<file path="config.mk">
export PLATFORM = sky130hd
export DESIGN_NAME = rf_exec_ctrl
export DESIGN_NICKNAME = d
export VERILOG_FILES = /design/src/rtl/rf_exec_ctrl.sv
export SDC_FILE = /design/constraint.sdc
export NUM_CORES = 1
export LEC_CHECK = 0
export BUFFER_PORTS_ARGS = -buffer_cell sky130_fd_sc_hd__buf_2
export CAP_MARGIN = 40
export CORE_MARGIN = 4
export CORE_UTILIZATION = 50
export CTS_CLUSTER_SIZE = 40
export DETAILED_ROUTE_END_ITERATION = 16
export PLACE_DENSITY = 0.77
export SLEW_MARGIN = 30
export SYNTH_ARGS = -nofsm -noshare
export SYNTH_HDL_FRONTEND = slang
export SYNTH_SLANG_ARGS = --single-unit
</file>
<file path="constraint.sdc">
create_clock -name clk -period 4.87 [get_ports clk]
set_input_delay 0.974 -clock clk [delete_from_list [all_inputs] [get_ports clk]]
set_output_delay 0.974 -clock clk [all_outputs]
set_load 0.01 [all_outputs]
</file>
<file path="src/rtl/rf_exec_ctrl.sv">
// rf_exec_ctrl: multi-cycle execute controller feeding the RFSet register file.
// Each accepted start walks IDLE -> DECODE -> EXEC -> WB -> IDLE and performs
// exactly one write-back. All outputs come straight from flops.
module rf_exec_ctrl #(
  parameter int DW = 4,
  parameter int AW = 2,
  localparam int IW = 2 + 3*AW
) (
  input  logic          clk,
  input  logic          reset,
  input  logic          start,
  input  logic [IW-1:0] instr,
  input  logic [DW-1:0] A,
  input  logic [DW-1:0] B,
  output logic [AW-1:0] RA,
  output logic [AW-1:0] RB,
  output logic          RE,
  output logic [AW-1:0] WR,
  output logic [DW-1:0] WRD,
  output logic          busy,
  output logic          done,
  output logic          zflag,
  output logic          cflag
);

  typedef enum logic [1:0] {
    IDLE   = 2'd0,
    DECODE = 2'd1,
    EXEC   = 2'd2,
    WB     = 2'd3
  } state_t;

  typedef enum logic [1:0] {
    OP_ADD = 2'b00,
    OP_SUB = 2'b01,
    OP_AND = 2'b10,
    OP_LDI = 2'b11
  } op_t;

  state_t        state_q, state_d;
  op_t           op_q, op_d;
  logic [AW-1:0] ra_q, ra_d;
  logic [AW-1:0] rb_q, rb_d;
  logic [AW-1:0] wr_q, wr_d;
  logic [DW-1:0] wrd_q, wrd_d;
  logic          re_q, re_d;
  logic          busy_q, busy_d;
  logic          done_q, done_d;
  logic          zflag_q, zflag_d;
  logic          cflag_q, cflag_d;

  logic [DW-1:0] alu_res;
  logic          alu_c;
  logic [DW:0]   sum;

  // ALU; LDI reuses ra_q/rb_q as the immediate since they hold srcA/srcB
  always_comb begin
    sum     = {1'b0, A} + {1'b0, B};
    alu_res = '0;
    alu_c   = 1'b0;
    unique case (op_q)
      OP_ADD: begin
        alu_res = sum[DW-1:0];
        alu_c   = sum[DW];
      end
      OP_SUB: begin
        alu_res = A - B;
        alu_c   = (A < B);
      end
      OP_AND: alu_res = A & B;
      OP_LDI: alu_res = DW'({ra_q, rb_q});
      default: ;
    endcase
  end

  // Next-state and next-output logic for the execute sequence
  always_comb begin
    state_d = state_q;
    op_d    = op_q;
    ra_d    = ra_q;
    rb_d    = rb_q;
    wr_d    = wr_q;
    wrd_d   = wrd_q;
    re_d    = re_q;
    busy_d  = busy_q;
    done_d  = done_q;
    zflag_d = zflag_q;
    cflag_d = cflag_q;
    unique case (state_q)
      IDLE: begin
        done_d = 1'b0;
        if (start) begin
          op_d    = op_t'(instr[IW-1 -: 2]);
          wr_d    = instr[3*AW-1 -: AW];
          ra_d    = instr[2*AW-1 -: AW];
          rb_d    = instr[AW-1:0];
          busy_d  = 1'b1;
          state_d = DECODE;
        end
      end
      DECODE: state_d = EXEC;
      EXEC: begin
        wrd_d   = alu_res;
        zflag_d = (alu_res == '0);
        cflag_d = alu_c;
        re_d    = 1'b1;
        state_d = WB;
      end
      WB: begin
        re_d    = 1'b0;
        done_d  = 1'b1;
        busy_d  = 1'b0;
        state_d = IDLE;
      end
      default: state_d = IDLE;
    endcase
  end

  // State and output registers; reset abandons any instruction in flight
  always_ff @(posedge clk or posedge reset) begin
    if (reset) begin
      state_q <= IDLE;
      op_q    <= OP_ADD;
      ra_q    <= '0;
      rb_q    <= '0;
      wr_q    <= '0;
      wrd_q   <= '0;
      re_q    <= 1'b0;
      busy_q  <= 1'b0;
      done_q  <= 1'b0;
      zflag_q <= 1'b0;
      cflag_q <= 1'b0;
    end else begin
      state_q <= state_d;
      op_q    <= op_d;
      ra_q    <= ra_d;
      rb_q    <= rb_d;
      wr_q    <= wr_d;
      wrd_q   <= wrd_d;
      re_q    <= re_d;
      busy_q  <= busy_d;
      done_q  <= done_d;
      zflag_q <= zflag_d;
      cflag_q <= cflag_d;
    end
  end

  assign RA    = ra_q;
  assign RB    = rb_q;
  assign WR    = wr_q;
  assign WRD   = wrd_q;
  assign RE    = re_q;
  assign busy  = busy_q;
  assign done  = done_q;
  assign zflag = zflag_q;
  assign cflag = cflag_q;

endmodule

</file>
==> impl_summary.txt, run 1 <==
----------------------------------------------------
[Outcome]
  Run status ... complete, no violations

[STA]
  Fin. max-slew vios ... 0
  Final Critical Period ... roughly 2300 ps
  Final hold viol count ... 0
  Period Utilization, post-route ... 47.96%
  Relative slew margins ... between 50% and 60%
  Summed negative setup slack over all endpoints ... 0 ps
  Final worst clock skew ... 1.451 ps
  Timing-limited maximum frequency ... 428.1 MHz
  Setup repair after global routing missed its margin ... no
  Final setup violation count ... 0
  Tightest Pin Transition ... a little under 700 ps

[CTS]
  Inserted Clock Buffers ... 3
  TritonCTS clock tree ... yes
  Count of H-tree levels built during CTS ... 1
  Post-CTS Setup Bufs ... 0
  Post_cts resized ... 0
  CTS Sinks ... 19
  Clock latency on the worst-skew pair ... about 290 ps
  Max Buffers Root-to-Sink ... 2
  Clk root buf ... sky130_fd_sc_hd__clkbuf_4
  Worst-path clk slew ... 100 ps
  # hold bufs at CTS ... 0

[Setup path]
  Startpoint types ... input pin
  Crit-path cells ... buf_2 > ha_1 > inv_1 > fa_1 > mux4_1 > nand3b_1 > o22ai_2
  Type of destination of the critical path ... flip-flop
  Cell with the largest stage delay on the worst path ... sky130_fd_sc_hd__mux4_1
  Arrival time at the worst endpoint ... 2510 ps
  CP max FO ... 2
  Top cell family by delay on the critical path ... adder cells
  Data required, critical path ... a little over 5000 ps
  Category of the most critical setup path ... input pin to flip-flop
  Delay of the slowest cell on the worst path ... roughly 520 ps
  Buffers & Inverters on Critical Path ... 2

[Detailed routing]
  Via count ... about 900
  Via-to-Cell Ratio ... about 5.3
  Antenna viol nets, final ... 0
  DRC violation count after routing ... 0
  Average detailed-routed wire length per instance ... between 10 and 15 um
  Final WL ... approximately 2.3 mm
  DRC violation total after the first TritonRoute iteration ... 11
  Pre-Repair DR Iteration Count ... 4

[Final layout]
  Share of post-route cells with drive strength above 1 ... a little under two fifths
  Commonest cells after routing, fill and taps aside ... sky130_fd_sc_hd__buf_2, sky130_fd_sc_hd__dfrtp_1, sky130_fd_sc_hd__inv_1, sky130_fd_sc_hd__mux2_2, sky130_fd_sc_hd__ha_1
  Total inserted antenna cells ... 0
  Growth of design area from synthesis to finish ... 17.28%
  End-of-flow core utilization ... 62.75%
  Most common cell after layout, fill and taps aside ... sky130_fd_sc_hd__buf_2
  Layout net count ... around 170

[Pwr]
  Standby leakage power ... 0.7170 nW
  Pwr per Cell Area ... roughly 550 nW/um2
  Highest ir drop seen on vdd ... around 440 uV
  Total power ... 765.3 uW

[Hold path]
  Type of the most critical hold path ... flip-flop to flip-flop

[Placement]
  Count of port buffers added during placement ... 33
  Final HPWL from detailed placement ... between 1.5 and 2 mm
  Final Wtd Congestion ... 0.7952

[Die]
  Standard-cell rows ... 17
  Starting utilization of the core area ... between 50% and 60%
  Total Die Area ... around 3200 um2
  Core box area ... roughly 2200 um2
  Die Y-Extent ... about 57 um
  Horizontal die dimension ... 56.89 um
  Num ports ... 34

[Logic synthesis]
  Total of warnings raised by yosys ... 0
  Post-synthesis instance total ... 106
  Number of distinct library cell variants in the gate-level netlist after synthesis ... 30
  Mean post-synth cell area ... between 10 and 15 um2
  Compound-Gate Fraction of Synth Area ... under 10%
  Post-Syn Nets ... roughly 140
  Post-Synth XOR/XNOR Area ... roughly 1.5%
  Largest family of logic cells by synthesized area ... multiplexers
  Main area contributors after synthesis ... sky130_fd_sc_hd__dfrtp_1, sky130_fd_sc_hd__ha_1, sky130_fd_sc_hd__mux2_2
  Cell type contributing the most total cell area after synthesis ... sky130_fd_sc_hd__dfrtp_1
  Number of register bits inferred by synthesis ... 19
  Adder and majority gate portion of the synthesized area ... approximately 16%
  Synth Cell Area ... 1195 um2
  Mux cell area share after synthesis ... between 10% and 20%
  Part of the Yosys area used for sequential elements ... between 30% and 40%
  Share of synthesized cell area in and, or, nand and nor gates ... a little under a tenth
  Portion of synthesized cell area occupied by the leading cell type ... between 30% and 40%

[GRT]
  Antenna violations before repair ... 0
  Largest net degree at the start of global routing ... 20
  Total congestion overflow ... 0
  Vias in the first global route ... 893
  Global-route wire length before repair ... 3.960 mm
  GR Util All Layers ... about 16%

[Flow run]
  Max capacitance violation total ... 0

----------------------------------------------------
## path summary, 6_finish.rpt
check                      startpoint  endpoint  slack (ps)  cells past startpoint
max                              A[0]     zflag        2530                      7
min                            WRD[3]    WRD[3]         490                      1
max reg2reg                   op_q[0]    WRD[3]        3180                      5
min reg2reg                    WRD[3]    WRD[3]         490                      1
max in group asynchronous       reset     cflag        3670                      2
min in group asynchronous       reset     WR[1]         770                      2
## where the power goes
part           internal (mW)  switching [mW]
Combinational          0.202           0.183
Sequential             0.236          0.0674
Clock                 0.0319          0.0452
Total                  0.470           0.296
## routing by layer
metal	vias to the layer above	GRT usage [%]	part of all wire, %
li1	433	-	-
met1	418	18.39	43
met2	31	26.59	49
met5	-	0	0
met4	0	3.974	0.95
met3	4	5.287	7.5
## sequential cells by signal, indices dropped and copies added, names as in the netlist
register and count:
WRD 4, RA 2, RB 2, WR 2, op_q 2, state_q 2
RE 1, busy 1, cflag 1, done 1, zflag 1
## cell families (layout without fill, tap and decap cells)
| logic type | Yosys count | count (layout) |
|---|---|---|
| multiplexers | 18 | 18 |
| AND/OR/NAND/NOR | 20 | 20 |
| flip-flops | 19 | 19 |
| buffers and inverters | 17 | 51 |
| AO/OA/AOI/OAI | 16 | 16 |
| adder cells (fa/ha/maj) | 14 | 14 |
| XOR/XNOR | 2 | 2 |
## per-stage QoR
step                worst slack, ps  hold slack, ps  std cells  cell area (um2)
floorplan                      2429           516.4        106             1195
global placement               2290           457.3        164             1375
detailed placement             2233           468.3        164             1375
CTS                            2554           491.8        168             1401
global route                   2459           523.7        168             1401
finish                         2534           488.9        168             1401
## final cells by class
class / instances / area, um2
clock buffers: 4 / 26.28
fillers: 216 / 832.0
inverters: 14 / 52.55
multi-input cells: 70 / 646.9
flip-flops and latches: 19 / 475.5
well taps: 28 / 35.03
repair buffers: 33 / 165.2
## cells in the mapped netlist (all sizes together)
master / number
a21oi: 4
a22oi: 1
and3: 1
and4: 1
buf: 2
clkbuf: 1
dfrtp: 19
fa: 2
ha: 12
inv: 14
mux2: 13
mux2i: 4
mux4: 1
nand2: 3
nand3b: 2
nor2: 5
nor2b: 5
nor3: 1
o211ai: 3
o21a: 1
o21ai: 2
o21ba: 1
o21bai: 1
o22ai: 2
o32ai: 1
or2: 1
or3: 1
xor2: 2
(Power assumes the default switching activity.)
==> inputs of run 2 (changes only) <==
- clock period: 4.87 -> 2.15 ns (I/O delays scaled with it)
==> run 2 against run 1 <==
- clock power increased by 130%
- sequential power increased by 130%
- critical path type unchanged
- highest routed layer unchanged
- wire length decreased by 2.2%
- sequential cell count unchanged
==> impl_summary.txt, run 2 (synthesis gave the netlist of run 1 again) <==
----------------------------------------------------
[Pwr]
  Internal Dissipation ... 1.071 mW (+130%)
  Standby leakage power ... 0.7221 nW (+0.71%)
  Pwr per Cell Area ... 1235 nW/um2 (+130%)
  Power share of the clock group ... 10.3% (+0.2 points)
  Total power ... 1.739 mW (+130%)
  Switching Power ... 668.6 uW (+130%)
  Part of the total power dissipated in combinational logic ... 50.2% (about the same)
  Flop pwr share ... 39.6% (about the same)
  Proportion of total power due to net switching ... 38.44% (-0.20 points)
  Highest ir drop seen on vdd ... 717.3 uV (+61%)

[Setup path]
  Data required, critical path ... 2340 ps (-2700 ps)
  Crit-path cells ... buf_2 > ha_1 > inv_1 > fa_1 > mux4_1 > nand3b_1 > o22ai_2
  CP max FO ... 2 (unchanged)
  Delay of the slowest cell on the worst path ... 530 ps (about the same)
  Buffers & Inverters on Critical Path ... 2 (unchanged)
  Type of destination of the critical path ... flip-flop
  Category of the most critical setup path ... input pin to flip-flop
  Startpoint types ... input pin
  Cell with the largest stage delay on the worst path ... sky130_fd_sc_hd__mux4_1
  Top cell family by delay on the critical path ... adder cells
  Arrival time at the worst endpoint ... 1990 ps (-520 ps)
  Reg-to-reg slack, setup ... 450 ps (-2730 ps)

[Detailed routing]
  DRC violation total after the first TritonRoute iteration ... 25 (+14)
  Average detailed-routed wire length per instance ... 13.38 um (-2.8%)
  Via-to-Cell Ratio ... 5.249 (-0.48%)
  Sum of met2 wire segment lengths after detailed routing ... 1.049 mm (-6.6%)
  Final WL ... 2.262 mm (-2.2%)
  Antenna viol nets, final ... 0 (unchanged)
  Total routed wire length on the met1 layer ... 996 um (+0.30%)
  Via count ... 887 (+0.11%)
  Total met3 wirelength after detailed routing ... 169 um (-2.9%)
  DRC violation count after routing ... 0 (unchanged)
  Pre-Repair DR Iteration Count ... 4 (unchanged)
  Top layer used by detailed routing ... met4

[Final layout]
  Commonest cells after routing, fill and taps aside ... sky130_fd_sc_hd__buf_2, sky130_fd_sc_hd__dfrtp_1, sky130_fd_sc_hd__inv_1, sky130_fd_sc_hd__mux2_2, sky130_fd_sc_hd__ha_1
  Total of fill cells in the finished design ... 208 (-3.7%)
  Final design area excluding fillers ... 1409 um2 (+0.54%)
  Total inserted antenna cells ... 0 (unchanged)
  Number of flip-flops in the largest register ... 4 (unchanged)
  Growth of design area from synthesis to finish ... 17.91%
  Storage cell area ... 475.5 um2 (unchanged)
  Layout net count ... 175 (+0.57%)
  Most common cell after layout, fill and taps aside ... sky130_fd_sc_hd__buf_2
  Area used by multi-input combinational logic ... 646.9 um2 (unchanged)
  Share of post-route cells with drive strength above 1 ... 38.30% (+0.44 points)

[Die]
  Total Die Area ... 3236 um2 (unchanged)
  Die Y-Extent ... 56.89 um (unchanged)
  Standard-cell rows ... 17 (unchanged)
  Horizontal die dimension ... 56.89 um (unchanged)
  Starting utilization of the core area ... 53.50% (unchanged)
  Num ports ... 34 (unchanged)
  Core box area ... 2233 um2 (unchanged)

[STA]
  Period Utilization, post-route ... a little over four fifths
  Setup repair after global routing missed its margin ... no
  Summed negative setup slack over all endpoints ... 0 ps (unchanged)
  Final Critical Period ... ~1800 ps
  Tightest Pin Transition ... 686.6 ps (-0.8423 ps)
  Final WS setup ... 350.6 ps (-2184 ps)
  Relative slew margins ... 54.18% (+0.056 points)
  Worst hold-check slack ... 218.5 ps (-270.4 ps)
  Final setup violation count ... 0 (unchanged)
  Final worst clock skew ... 0.3497 ps (-1.101 ps)
  Fin. max-slew vios ... 0 (unchanged)
  Final hold viol count ... 0 (unchanged)
  Timing-limited maximum frequency ... approximately 560 MHz

[CTS]
  Post_cts resized ... 0 (unchanged)
  Count of H-tree levels built during CTS ... 1 (unchanged)
  TritonCTS clock tree ... yes
  Max Buffers Root-to-Sink ... 2 (unchanged)
  Worst-path clk slew ... 100 ps (about the same)
  # hold bufs at CTS ... 0 (unchanged)
  Post-CTS Setup Bufs ... 0 (unchanged)
  Inserted Clock Buffers ... 3 (unchanged)
  Clock latency on the worst-skew pair ... 290 ps (about the same)
  Clk root buf ... sky130_fd_sc_hd__clkbuf_4
  CTS Sinks ... 19 (unchanged)

[GRT]
  Global-route wire length before repair ... 4.084 mm (+3.1%)
  Total congestion overflow ... 0 (unchanged)
  Vias in the first global route ... 888 (-0.56%)
  Largest net degree at the start of global routing ... 20 (unchanged)
  Antenna violations before repair ... 0 (unchanged)
  GR Util All Layers ... 16.49% (+0.98 points)

[Flow run]
  Max capacitance violation total ... 0 (unchanged)

[Hold path]
  Type of the most critical hold path ... input pin to async pin

[Placement]
  Final Wtd Congestion ... 0.7912 (-0.50%)
  Setup WS pre-CTS ... 37.48 ps (-2195 ps)
  Count of port buffers added during placement ... 33 (unchanged)
  Placement Cell Area ... 1383 um2 (+0.55%)
  Final HPWL from detailed placement ... 1.885 mm (-3.0%)

[Outcome]
  Run status ... complete, no violations

----------------------------------------------------
==> run 2: path summary, 6_finish.rpt <==
check,from,endpoint,depth (start not counted)
worst min-delay path,reset,RA[0],2
max in group asynchronous,reset,WRD[2],2
worst max-delay path,A[0],zflag,7
min in group clk,instr[4],WR[0],2
worst min register to register,WRD[3],WRD[3],1
worst max register to register,op_q[0],WRD[3],5
==> run 2: final cells by class <==
class,instances,share of cell area [%]
Timing Repair Buffer,34,12.26
Tap cell,28,2.487
Multi-Input combinational cell,70,45.91
Inverter,14,3.730
Sequential cell,19,33.75
Clock buffer,4,1.865
==> run 2: power by group through the flow <==
stage          clock network, mW  registers, mW  logic (mW)
6_report                   0.179          0.688       0.872
5_1_grt                    0.212          0.718       0.981
4_1_cts                    0.188          0.688       0.889
3_5_place_dp                   0          0.695       0.888
3_3_place_gp                   0          0.685       0.857
2_1_floorplan                  0          0.697       0.611
==> run 2: stage by stage <==
stage / utilization (%) / instances
after global placement: 61.90 / 165
after detailed placement: 61.90 / 165
final: 63.08 / 169
after CTS: 63.08 / 169
after global routing: 63.08 / 169
after floorplan: - / 106
==> run 2: worst register-to-register path: cells and delay by family (launching register included) <==
| kind | cells | cell delay [ps] |
|---|---|---|
| and+or+nand+nor | 3 | 800 |
| DFF | 1 | 530 |
| AOI/OAI and AO/OA | 2 | 260 |
==> run 2: layer usage <==
| metal | GRT usage [%] | vias to the layer above |
|---|---|---|
| li1 | - | 433 |
| met1 | 21.24 | 419 |
| met2 | 24.80 | 31 |
| met3 | 4.598 | 4 |
| met4 | 8.940 | 0 |
| met5 | 0 | - |
==> inputs of run 3 (changes only) <==
- CORE_UTILIZATION: 50 -> 46
- PLACE_DENSITY: 0.77 -> 0.75
- clock period: 2.15 -> 1.6 ns (I/O delays scaled with it)
==> run 3 against run 2 <==
- clock skew is 8.5 ps higher
- count of clock-buffer cells in the layout decreased by 1
- setup slack lost 300 ps
- via count increased by 4.1%
- critical path depth is the same
- global-route usage down 0.28 points
- die area is 7.4% higher
- worst hold slack got worse by 200 ps
- cell count up 7.1%
- utilization shrank 0.91 points
- critical endpoint unchanged
- largest power group unchanged
- highest routed layer is now met3
==> impl_summary.txt, run 3 (synthesis gave the netlist of run 1 again) <==
----------------------------------------------------
[Outcome]
  Run status ... complete, no violations

[Pwr]
  Standby leakage power ... 0.7672 nW (+6.2%)
  Highest ir drop seen on vdd ... 1265 uV (+76%)
  Pwr per Cell Area ... 1614 nW/um2 (+31%)

[Setup path]
  Category of the most critical setup path ... input pin to flip-flop
  Critical register-to-register path endpoint ... WRD[3]
  Reg-to-reg slack, setup ... 60 ps (-390 ps)
  Data required, critical path ... 1790 ps (-550 ps)
  Type of destination of the critical path ... flip-flop
  CP max FO ... 2 (unchanged)
  Arrival time at the worst endpoint ... 1740 ps (-250 ps)
  Worst reg2reg path depth ... 5 (unchanged)
  Startpoint of the lowest-slack register-to-register path ... op_q[0]
  Startpoint types ... input pin

[Die]
  Standard-cell rows ... 18 (+1)
  Core box area ... 2477 um2 (+11%)
  Die Y-Extent ... 58.97 um (+3.7%)
  Num ports ... 34 (unchanged)
  Horizontal die dimension ... 58.97 um (+3.7%)
  Starting utilization of the core area ... 48.23% (-5.3 points)
  Total Die Area ... 3477 um2 (+7.4%)

[Flow run]
  Max capacitance violation total ... 0 (unchanged)

[Placement]
  Final HPWL from detailed placement ... 2.097 mm (+11%)
  Count of port buffers added during placement ... 33 (unchanged)
  Final Wtd Congestion ... 0.8727 (+10%)
  Setup WS pre-CTS ... -291.7 ps (-329.1 ps)
  Placement Cell Area ... 1476 um2 (+6.8%)

[Detailed routing]
  Antenna viol nets, final ... 0 (unchanged)
  Average detailed-routed wire length per instance ... 13.90 um (+3.9%)
  DRC violation count after routing ... 0 (unchanged)
  Pre-Repair DR Iteration Count ... 2 (-2)
  Final WL ... 2.516 mm (+11%)
  Via count ... 923 (+4.1%)
  DRC violation total after the first TritonRoute iteration ... 5 (-80%)
  Via-to-Cell Ratio ... 5.099 (-2.8%)

[Final layout]
  Share of post-route cells with drive strength above 1 ... 49.67% (+11 points)
  Commonest cells after routing, fill and taps aside ... sky130_fd_sc_hd__buf_2, sky130_fd_sc_hd__dfrtp_1, sky130_fd_sc_hd__mux2_2, sky130_fd_sc_hd__inv_1, sky130_fd_sc_hd__buf_4
  End-of-flow core utilization ... 62.17% (-0.91 points)
  Growth of design area from synthesis to finish ... 28.90%
  Most common cell after layout, fill and taps aside ... sky130_fd_sc_hd__buf_2
  Layout net count ... 185 (+5.7%)
  Number of flip-flops in the largest register ... 4 (unchanged)
  Total inserted antenna cells ... 0 (unchanged)
  Final design area excluding fillers ... 1540 um2 (+9.3%)

[GRT]
  GR Util All Layers ... 16.21% (-0.28 points)
  Total congestion overflow ... 0 (unchanged)
  Antenna violations before repair ... 0 (unchanged)
  Largest net degree at the start of global routing ... 20 (unchanged)
  Global-route track usage on met1 ... 20.14% (-1.1 points)
  Global-route wire length before repair ... 4.298 mm (+5.2%)
  Met3 demand-to-capacity share in global routing ... 5.482% (+0.88 points)
  Vias in the first global route ... 957 (+7.8%)
  Met2 track demand over resource in global routing ... 27.29% (+2.5 points)
  Layer with the highest usage ... met2

[STA]
  Relative slew margins ... 72.91% (+19 points)
  Fin. max-slew vios ... 0 (unchanged)
  Final worst clock skew ... 8.884 ps (+8.534 ps)
  Final Critical Period ... around 1600 ps
  Period Utilization, post-route ... between 90% and 100%
  Final hold viol count ... 0 (unchanged)
  Final WS setup ... 46.73 ps (-303.9 ps)
  Final setup violation count ... 0 (unchanged)
  Worst hold-check slack ... 14.85 ps (-203.6 ps)
  Setup repair after global routing missed its margin ... yes
  Tightest Pin Transition ... 406.4 ps (-280.2 ps)
  Timing-limited maximum frequency ... roughly 640 MHz

[CTS]
  Count of H-tree levels built during CTS ... 1 (unchanged)
  Clk root buf ... sky130_fd_sc_hd__clkbuf_4
  Max Buffers Root-to-Sink ... 2 (unchanged)
  Worst-path clk slew ... 120 ps (+20 ps)
  TritonCTS clock tree ... yes
  Inserted Clock Buffers ... 3 (unchanged)
  # hold bufs at CTS ... 0 (unchanged)
  CTS Sinks ... 19 (unchanged)
  Clock latency on the worst-skew pair ... 300 ps (about the same)

[Hold path]
  Type of the most critical hold path ... input pin to async pin

----------------------------------------------------
run 3: cell count changes in the layout (fill, tap and decap cells not counted), moves of 2 or more:
cell,change
sky130_fd_sc_hd__buf_4,+11
sky130_fd_sc_hd__ha_1,-2
sky130_fd_sc_hd__ha_4,+2
sky130_fd_sc_hd__inv_1,-2
run 3: area by class of cell:
cell class / count / area [um2]
Clock inverter: 1 / 7.507
Timing Repair Buffer: 44 / 250.2
Clock buffer: 3 / 22.52
Sequential cell: 19 / 476.7
Tap cell: 30 / 37.54
Multi-Input combinational cell: 70 / 690.7
Fill cell: 226 / 937.1
Inverter: 14 / 55.05
run 3: per-stage QoR:
| step | power [mW] | instances | setup TNS, ps |
|---|---|---|---|
| after floorplan | 1.772 | 106 | -66.23 |
| after global placement | 2.148 | 176 | -1047 |
| after detailed placement | 2.207 | 176 | -1181 |
| after CTS | 2.463 | 180 | 0 |
| after global routing | 2.695 | 181 | -19.61 |
| final | 2.486 | 181 | 0 |
run 3: metal layers:
layer	wire length [um]	share of wire, %
met1	1042	41
met2	1282	51
met3	191	7.6
met4	0	0
met5	0	0
run 3: worst max path at each step:
stage          cells after the start     end  slack, ps     from
2_1_floorplan                      6   zflag        -60     A[0]
3_3_place_gp                       7   zflag       -250     A[0]
3_5_place_dp                       7   zflag       -290     B[0]
4_1_cts                            5  WRD[3]         10  op_q[0]
5_1_grt                            5  WRD[3]        -20  op_q[0]
6_report                           7   zflag         50     A[0]
run 3: critical path, cell delays in order:
cell and delay, ps:
sky130_fd_sc_hd__buf_2 130, sky130_fd_sc_hd__ha_4 160, sky130_fd_sc_hd__inv_2 60, sky130_fd_sc_hd__fa_1 400, sky130_fd_sc_hd__mux4_2 490, sky130_fd_sc_hd__nand3b_1 120
sky130_fd_sc_hd__o22ai_2 60
run 3: power by group:
group	switching, mW	internal (mW)	total, mW
logic	0.609	0.706	1.31
registers	0.204	0.720	0.924
clock network	0.152	0.0951	0.247
run 3: what timing repair did:
action	in CTS	in global routing
pin swaps	0	5
endpoints found under the setup margin	2	3
setup buffers	0	1
gates resized for setup	2	5
cloned	0	0
